## src/rtl/ic_bram_pkg.sv

```systemverilog
// Shared types and sizing helpers for the CPU-to-BRAM bridge.
// Pipe entries carry request attributes while a BRAM read is in flight.
package ic_bram_pkg;

    localparam int DEF_RSP_DEPTH = 4;
    localparam int PTR_W         = $clog2(DEF_RSP_DEPTH);
    localparam int CNT_W         = PTR_W + 1;

    typedef struct packed {
        logic vld;
        logic err;
        logic wen;
    } pipe_ent_t;

    function automatic int ptr_w(input int depth);
        return (depth > 1) ? $clog2(depth) : 1;
    endfunction

    function automatic int cnt_w(input int depth);
        return ptr_w(depth) + 1;
    endfunction

    // Low-bit mask of a power-of-two window; callers truncate to their address width.
    function automatic logic [63:0] win_mask(input logic [63:0] size_bytes);
        return size_bytes - 64'd1;
    endfunction

endpackage

```

## src/rtl/ic_rsp_fifo.sv

```systemverilog
// Synchronous response FIFO, head read straight from the storage registers.
// Push when full / pop when empty are dropped; the owner's credit counter prevents both.
module ic_rsp_fifo
    import ic_bram_pkg::*;
#(
    parameter int WIDTH = 33,
    parameter int DEPTH = 4
) (
    input  logic             g_clk,
    input  logic             g_resetn,
    input  logic             push,
    input  logic [WIDTH-1:0] push_dat,
    input  logic             pop,
    output logic             empty,
    output logic             full,
    output logic [WIDTH-1:0] head
);

    localparam int PW = ptr_w(DEPTH);

    logic [WIDTH-1:0] mem [DEPTH];
    logic [PW:0]      wr_ptr;
    logic [PW:0]      rd_ptr;
    logic             do_push;
    logic             do_pop;

    assign empty   = (wr_ptr == rd_ptr);
    assign full    = (wr_ptr[PW-1:0] == rd_ptr[PW-1:0]) && (wr_ptr[PW] != rd_ptr[PW]);
    assign head    = mem[rd_ptr[PW-1:0]];
    assign do_push = push && !full;
    assign do_pop  = pop && !empty;

    always_ff @(posedge g_clk) begin
        if (!g_resetn) begin
            wr_ptr <= '0;
            rd_ptr <= '0;
        end else begin
            if (do_push) wr_ptr <= wr_ptr + 1'b1;
            if (do_pop)  rd_ptr <= rd_ptr + 1'b1;
        end
    end

    // Storage needs no reset: nothing is visible while the pointers say empty.
    always_ff @(posedge g_clk) begin
        if (do_push) mem[wr_ptr[PW-1:0]] <= push_dat;
    end

endmodule

```

## src/rtl/ic_cpu_bram_bridge_pipe.sv

```systemverilog
// CPU request/response bridge onto one BRAM bank; response appears BRAM_LATENCY+1 cycles after grant.
// Backpressure via an outstanding-request credit (no pop bypass); the latency pipe never stalls.
module ic_cpu_bram_bridge_pipe
    import ic_bram_pkg::*;
#(
    parameter int                ADDR_W       = 32,
    parameter int                DATA_W       = 32,
    parameter int                BRAM_LATENCY = 1,
    parameter int                RSP_DEPTH    = 4,
    parameter logic [ADDR_W-1:0] BASE_ADDR    = 32'h0000_0000,
    parameter logic [ADDR_W-1:0] SIZE_BYTES   = 32'h0001_0000
) (
    input  logic                g_clk,
    input  logic                g_resetn,
    output logic                bram_cen,
    output logic [ADDR_W-1:0]   bram_addr,
    output logic [DATA_W-1:0]   bram_wdata,
    output logic [DATA_W/8-1:0] bram_wstrb,
    input  logic                bram_stall,
    input  logic [DATA_W-1:0]   bram_rdata,
    input  logic                enable,
    input  logic                mem_req,
    output logic                mem_gnt,
    input  logic                mem_wen,
    input  logic [DATA_W/8-1:0] mem_strb,
    input  logic [DATA_W-1:0]   mem_wdata,
    input  logic [ADDR_W-1:0]   mem_addr,
    output logic                mem_recv,
    input  logic                mem_ack,
    output logic                mem_error,
    output logic [DATA_W-1:0]   mem_rdata
);

    localparam int                OCNT_W   = cnt_w(RSP_DEPTH);
    localparam logic [ADDR_W-1:0] WIN_MASK = ADDR_W'(win_mask(64'(SIZE_BYTES)));

    typedef struct packed {
        logic              error;
        logic [DATA_W-1:0] rdata;
    } rsp_t;

    logic              in_win;
    logic              credit;
    logic              req_ok;
    logic              gnt;
    logic              pop;
    logic              fifo_empty;
    logic              fifo_full;
    logic [OCNT_W-1:0] outstanding;
    pipe_ent_t         pipe_q [BRAM_LATENCY];
    pipe_ent_t         tail;
    rsp_t              push_ent;
    rsp_t              head_ent;

    // Request decode
    assign in_win  = ((mem_addr & ~WIN_MASK) == BASE_ADDR);
    assign credit  = (outstanding < OCNT_W'(RSP_DEPTH)) && !fifo_full;
    assign req_ok  = g_resetn && enable && mem_req && credit;
    assign gnt     = req_ok && (!in_win || !bram_stall);
    assign mem_gnt = gnt;

    assign bram_cen   = req_ok && in_win;
    assign bram_addr  = enable ? (mem_addr & WIN_MASK) : '0;
    assign bram_wstrb = mem_wen ? mem_strb : '0;
    assign bram_wdata = mem_wdata;

    // Fixed-latency pipe tracks each grant until its BRAM data is due.
    always_ff @(posedge g_clk) begin
        if (!g_resetn) begin
            for (int i = 0; i < BRAM_LATENCY; i++) pipe_q[i] <= '0;
        end else begin
            pipe_q[0] <= '{vld: gnt, err: !in_win, wen: mem_wen};
            for (int i = 1; i < BRAM_LATENCY; i++) pipe_q[i] <= pipe_q[i-1];
        end
    end

    assign tail = pipe_q[BRAM_LATENCY-1];

    always_comb begin
        push_ent.error = tail.err;
        push_ent.rdata = (tail.err || tail.wen) ? '0 : bram_rdata;
    end

    ic_rsp_fifo #(
        .WIDTH (DATA_W + 1),
        .DEPTH (RSP_DEPTH)
    ) u_rsp_fifo (
        .g_clk    (g_clk),
        .g_resetn (g_resetn),
        .push     (tail.vld),
        .push_dat (push_ent),
        .pop      (pop),
        .empty    (fifo_empty),
        .full     (fifo_full),
        .head     (head_ent)
    );

    assign mem_recv  = !fifo_empty;
    assign pop       = mem_recv && mem_ack;
    assign mem_error = mem_recv && head_ent.error;
    assign mem_rdata = mem_recv ? head_ent.rdata : '0;

    // Counts grants not yet popped, covering both the pipe and the FIFO.
    always_ff @(posedge g_clk) begin
        if (!g_resetn) begin
            outstanding <= '0;
        end else if (gnt && !pop) begin
            outstanding <= outstanding + 1'b1;
        end else if (!gnt && pop) begin
            outstanding <= outstanding - 1'b1;
        end
    end

endmodule

```

## config.mk

```make
export PLATFORM = sky130hd
export DESIGN_NAME = ic_cpu_bram_bridge_pipe
export DESIGN_NICKNAME = d
export VERILOG_FILES = /design/src/rtl/ic_bram_pkg.sv /design/src/rtl/ic_rsp_fifo.sv /design/src/rtl/ic_cpu_bram_bridge_pipe.sv
export SDC_FILE = /design/constraint.sdc
export NUM_CORES = 1
export LEC_CHECK = 0
export ABC_AREA = 1
export BUFFER_PORTS_ARGS = -buffer_cell sky130_fd_sc_hd__buf_2
export CELL_PAD_IN_SITES_DETAIL_PLACEMENT = 1
export CELL_PAD_IN_SITES_GLOBAL_PLACEMENT = 1
export CORE_MARGIN = 2
export CORE_UTILIZATION = 39
export DETAILED_ROUTE_END_ITERATION = 16
export PLACE_DENSITY = 0.89
export SLEW_MARGIN = 15
export SYNTH_ARGS = -nofsm -noshare
export SYNTH_HDL_FRONTEND = slang
export SYNTH_HIERARCHICAL = 1
export SYNTH_SLANG_ARGS = --single-unit
```

## constraint.sdc

```tcl
create_clock -name g_clk -period 2.9 [get_ports g_clk]
set_clock_uncertainty 0.05 [all_clocks]
set_input_delay 0.29 -clock g_clk [delete_from_list [all_inputs] [get_ports g_clk]]
set_output_delay 0.29 -clock g_clk [all_outputs]
set_load 0.005 [all_outputs]
```

==> reports/metrics.cfg <==
[outcome]
status=complete, no violations

[final_layout]
instances_no_fill=1006
drive_gt1_share_pct=25.9
utilization_pct=46.3
fill_cells=1964
finalInstanceArea_um2=7980
final_net_count=884
num_antenna_cells=0
area_delta_synth_final_pct=16.6

[hold_path]
min-delay-start=mem_wen
hp-class=primary input to flop

[synthesis]
ys_seq_area_share_pct=62.0
yosysUniqueCellTypes=29
syn_inst=675
synth_seq_cells=146
synth_area_per_cell_um2=10.1
synth_area_um2=6850
yosysWarnings=6

[clock_network]
cts-root-buf=clkbuf_16
cts_resized=0
cts.sinks=146
holdBufCountCts=0
cts_buffers=17
clock_latency_ns=0.42
cts_tree=yes
clk_pin_slew_worst_paths_ns=0.05
htree_levels=4
cts_setup_buffers=0
cts_buffer_depth=2

[power_and_ir_drop]
finalPower_mw=5.17
ir_drop_v=0.000399
powerDensity_nw_per_um2=647
cellLeakagePower_nw=3.64

[floorplanning]
io_pins=211
start_util_pct=39.7
die_x_um=137
die_height_um=137
coreArea_um2=17200
die_area_um2=18600
rows=48

[setup_path]
cp-endpoint=mem_rdata[30]
rr_endpoint=outstanding[2]$_SDFFE_PN0P_
endpoint_kind=output pin
worst_path_largest_cell_delay_ns=0.56
crit_chain=inv_2 -> o21ai_0 -> o22ai_1 -> inv_1 -> nor2_1 -> buf_2
worstPathRequired_ns=2.56
worstPathArrival_ns=2.28
worst_r2r_path_depth=16
crit_type=flop to output pin
reg2reg_slack_ns=0.37
crit_path_start_kind=flop
critPathSlowestCell=inv_2
crit_fanout=33
timing.rr.start=u_rsp_fifo/wr_ptr[0]$_SDFFE_PN0P_

[place]
numPlacedInstances=976
io_buffers=130
place_area_um2=7370
dp_hpwl_mm=10.6
globalplace.congestion=0.720
pre_cts_ws_ns=0.359

[timing]
hold_viol_final=0
max_slew_margin_pct=37.9
setup_viol=0
max_freq_mhz=381
holdWs_ns=0.0688
tns_ns=0
tightestPinTransition_ns=0.932
finalCriticalPeriod_ns=2.62
slew_viol_final=0
setup_slack_ns=0.275
min_period_over_period_pct=90.5
rsz0062_at_grt=false

[global_route]
antenna_found_initial=0
grt_pass1_wl_mm=25.4
grt_max_degree=67
gr-total-overflow=0
grt.total_usage_pct=18.1
grt_pass1_vias=5117

[job]
cap_violations=0

[detailed_routing]
drc=0
drtPass1Iterations=4
vias_per_cell=4.80
ant_nets=0
routedWlPerCell_um=16.3
drtIter0Drc=239
vias=4831
wirelength_mm=16.4

[cell usage after synthesis]
| cell type | instances | area, um^2 |
|---|---|---|
| buf_6 | 9 | 101 |
| nand3_1 | 4 | 20.0 |
| nand2_4 | 3 | 33.8 |
| nor3_1 | 1 | 5.00 |
| o22ai_1 | 33 | 206 |
| a21oi_1 | 2 | 10.0 |
| o21ai_0 | 41 | 205 |
| inv_2 | 5 | 18.8 |
| or2_1 | 1 | 6.26 |
| dfxtp_1 | 14 | 280 |
| buf_2 | 8 | 40.0 |
| o21ai_1 | 27 | 135 |
| a21boi_0 | 1 | 7.51 |
| nor2_2 | 14 | 87.6 |
| ha_1 | 6 | 75.1 |
| nand2_1 | 52 | 195 |
| or2_2 | 1 | 6.26 |
| clkbuf_2 | 1 | 5.00 |
| clkbuf_1 | 6 | 22.5 |
| nand3_2 | 2 | 20.0 |
| fa_1 | 1 | 20.0 |
| conb_1 | 1 | 3.75 |
| nand4_1 | 1 | 6.26 |
| and3_1 | 1 | 6.26 |
| buf_4 | 54 | 405 |
| nand2_2 | 3 | 18.8 |
| edfxtp_1 | 132 | 3960 |
| inv_1 | 106 | 398 |
| nor2_1 | 145 | 544 |
[flip-flops by register name, indices dropped and copies added (netlist names), named ones only]
name and count:
u_rsp_fifo/wr_ptr 3, u_rsp_fifo/rd_ptr 3, outstanding 3, pipe_q 3
u_rsp_fifo/mem 132
[area by class of cell]
cell class	instances	area [um^2]	area share (%)
Clock buffer	18	429	5.38
Clock inverter	12	189	2.37
Inverter	111	417	5.22
Multi-Input combinational cell	355	1690	21.2
Sequential cell	146	4250	53.2
Tap cell	225	282	3.53
Timing Repair Buffer	139	731	9.15
[how the worst min path moves through the flow]
stage,cells past startpoint,slack [ns],end
floorplan,2,0.33,pipe_q[0][0]$_SDFF_PN0_
global placement,2,0.44,outstanding[0]$_SDFFE_PN0P_
detailed placement,2,0.45,outstanding[0]$_SDFFE_PN0P_
CTS,3,0.06,pipe_q[0][0]$_SDFF_PN0_
global route,3,0.1,pipe_q[0][0]$_SDFF_PN0_
finish,3,0.07,pipe_q[0][0]$_SDFF_PN0_
[worst max-delay path, delay by kind of cell, from the launching register on]
kind / cells / cell delay, ns
simple gates: 1 / 0.13
buf+inv: 3 / 0.78
compound gates: 2 / 0.41
flops: 1 / 0.53
[cells in the final DEF (no fill, tap or decap), drive strengths merged, types with 5 or more instances in the layout]
cell type and count:
o22ai 33, buf 139, nor2 159, dfxtp 14, edfxtp 132, inv 112, conb 16, ha 6
clkinv 6, nand2 58, bufinv 5, nand3 6, o21ai 68, clkbuf 18
[layer usage]
| metal | track usage, % | part of all wire (%) | up-vias | routed length (um) |
|---|---|---|---|---|
| li1 | - | - | 2313 | - |
| met1 | 21.2 | 41 | 2320 | 6700 |
| met3 | 4.70 | 5.7 | 22 | 939 |
| met2 | 32.1 | 52 | 176 | 8470 |
| met5 | 0 | 0 | - | 0 |
| met4 | 6.66 | 1.7 | 0 | 274 |
[kinds of logic (layout without fill, tap and decap cells)]
family                   count (synthesis)  after routing  share of synthesized area (%)
adder cells (fa/ha/maj)                  7              7                           1.39
flip-flops                             146            146                           62.0
AO/OA/AOI/OAI                          104            104                           8.24
AND/OR/NAND/NOR                        228            228                           13.9
other                                    1             16                         0.0548
buffers and inverters                  189            280                           14.5
[power breakdown]
part / internal [mW] / total [mW] / switching, mW
sequential: 2.34 / 2.36 / 0.0218
combinational: 0.180 / 0.488 / 0.307
clock: 1.51 / 2.32 / 0.812
total: 4.02 / 5.17 / 1.14
Note: power is estimated with default switching activity, not from simulation.
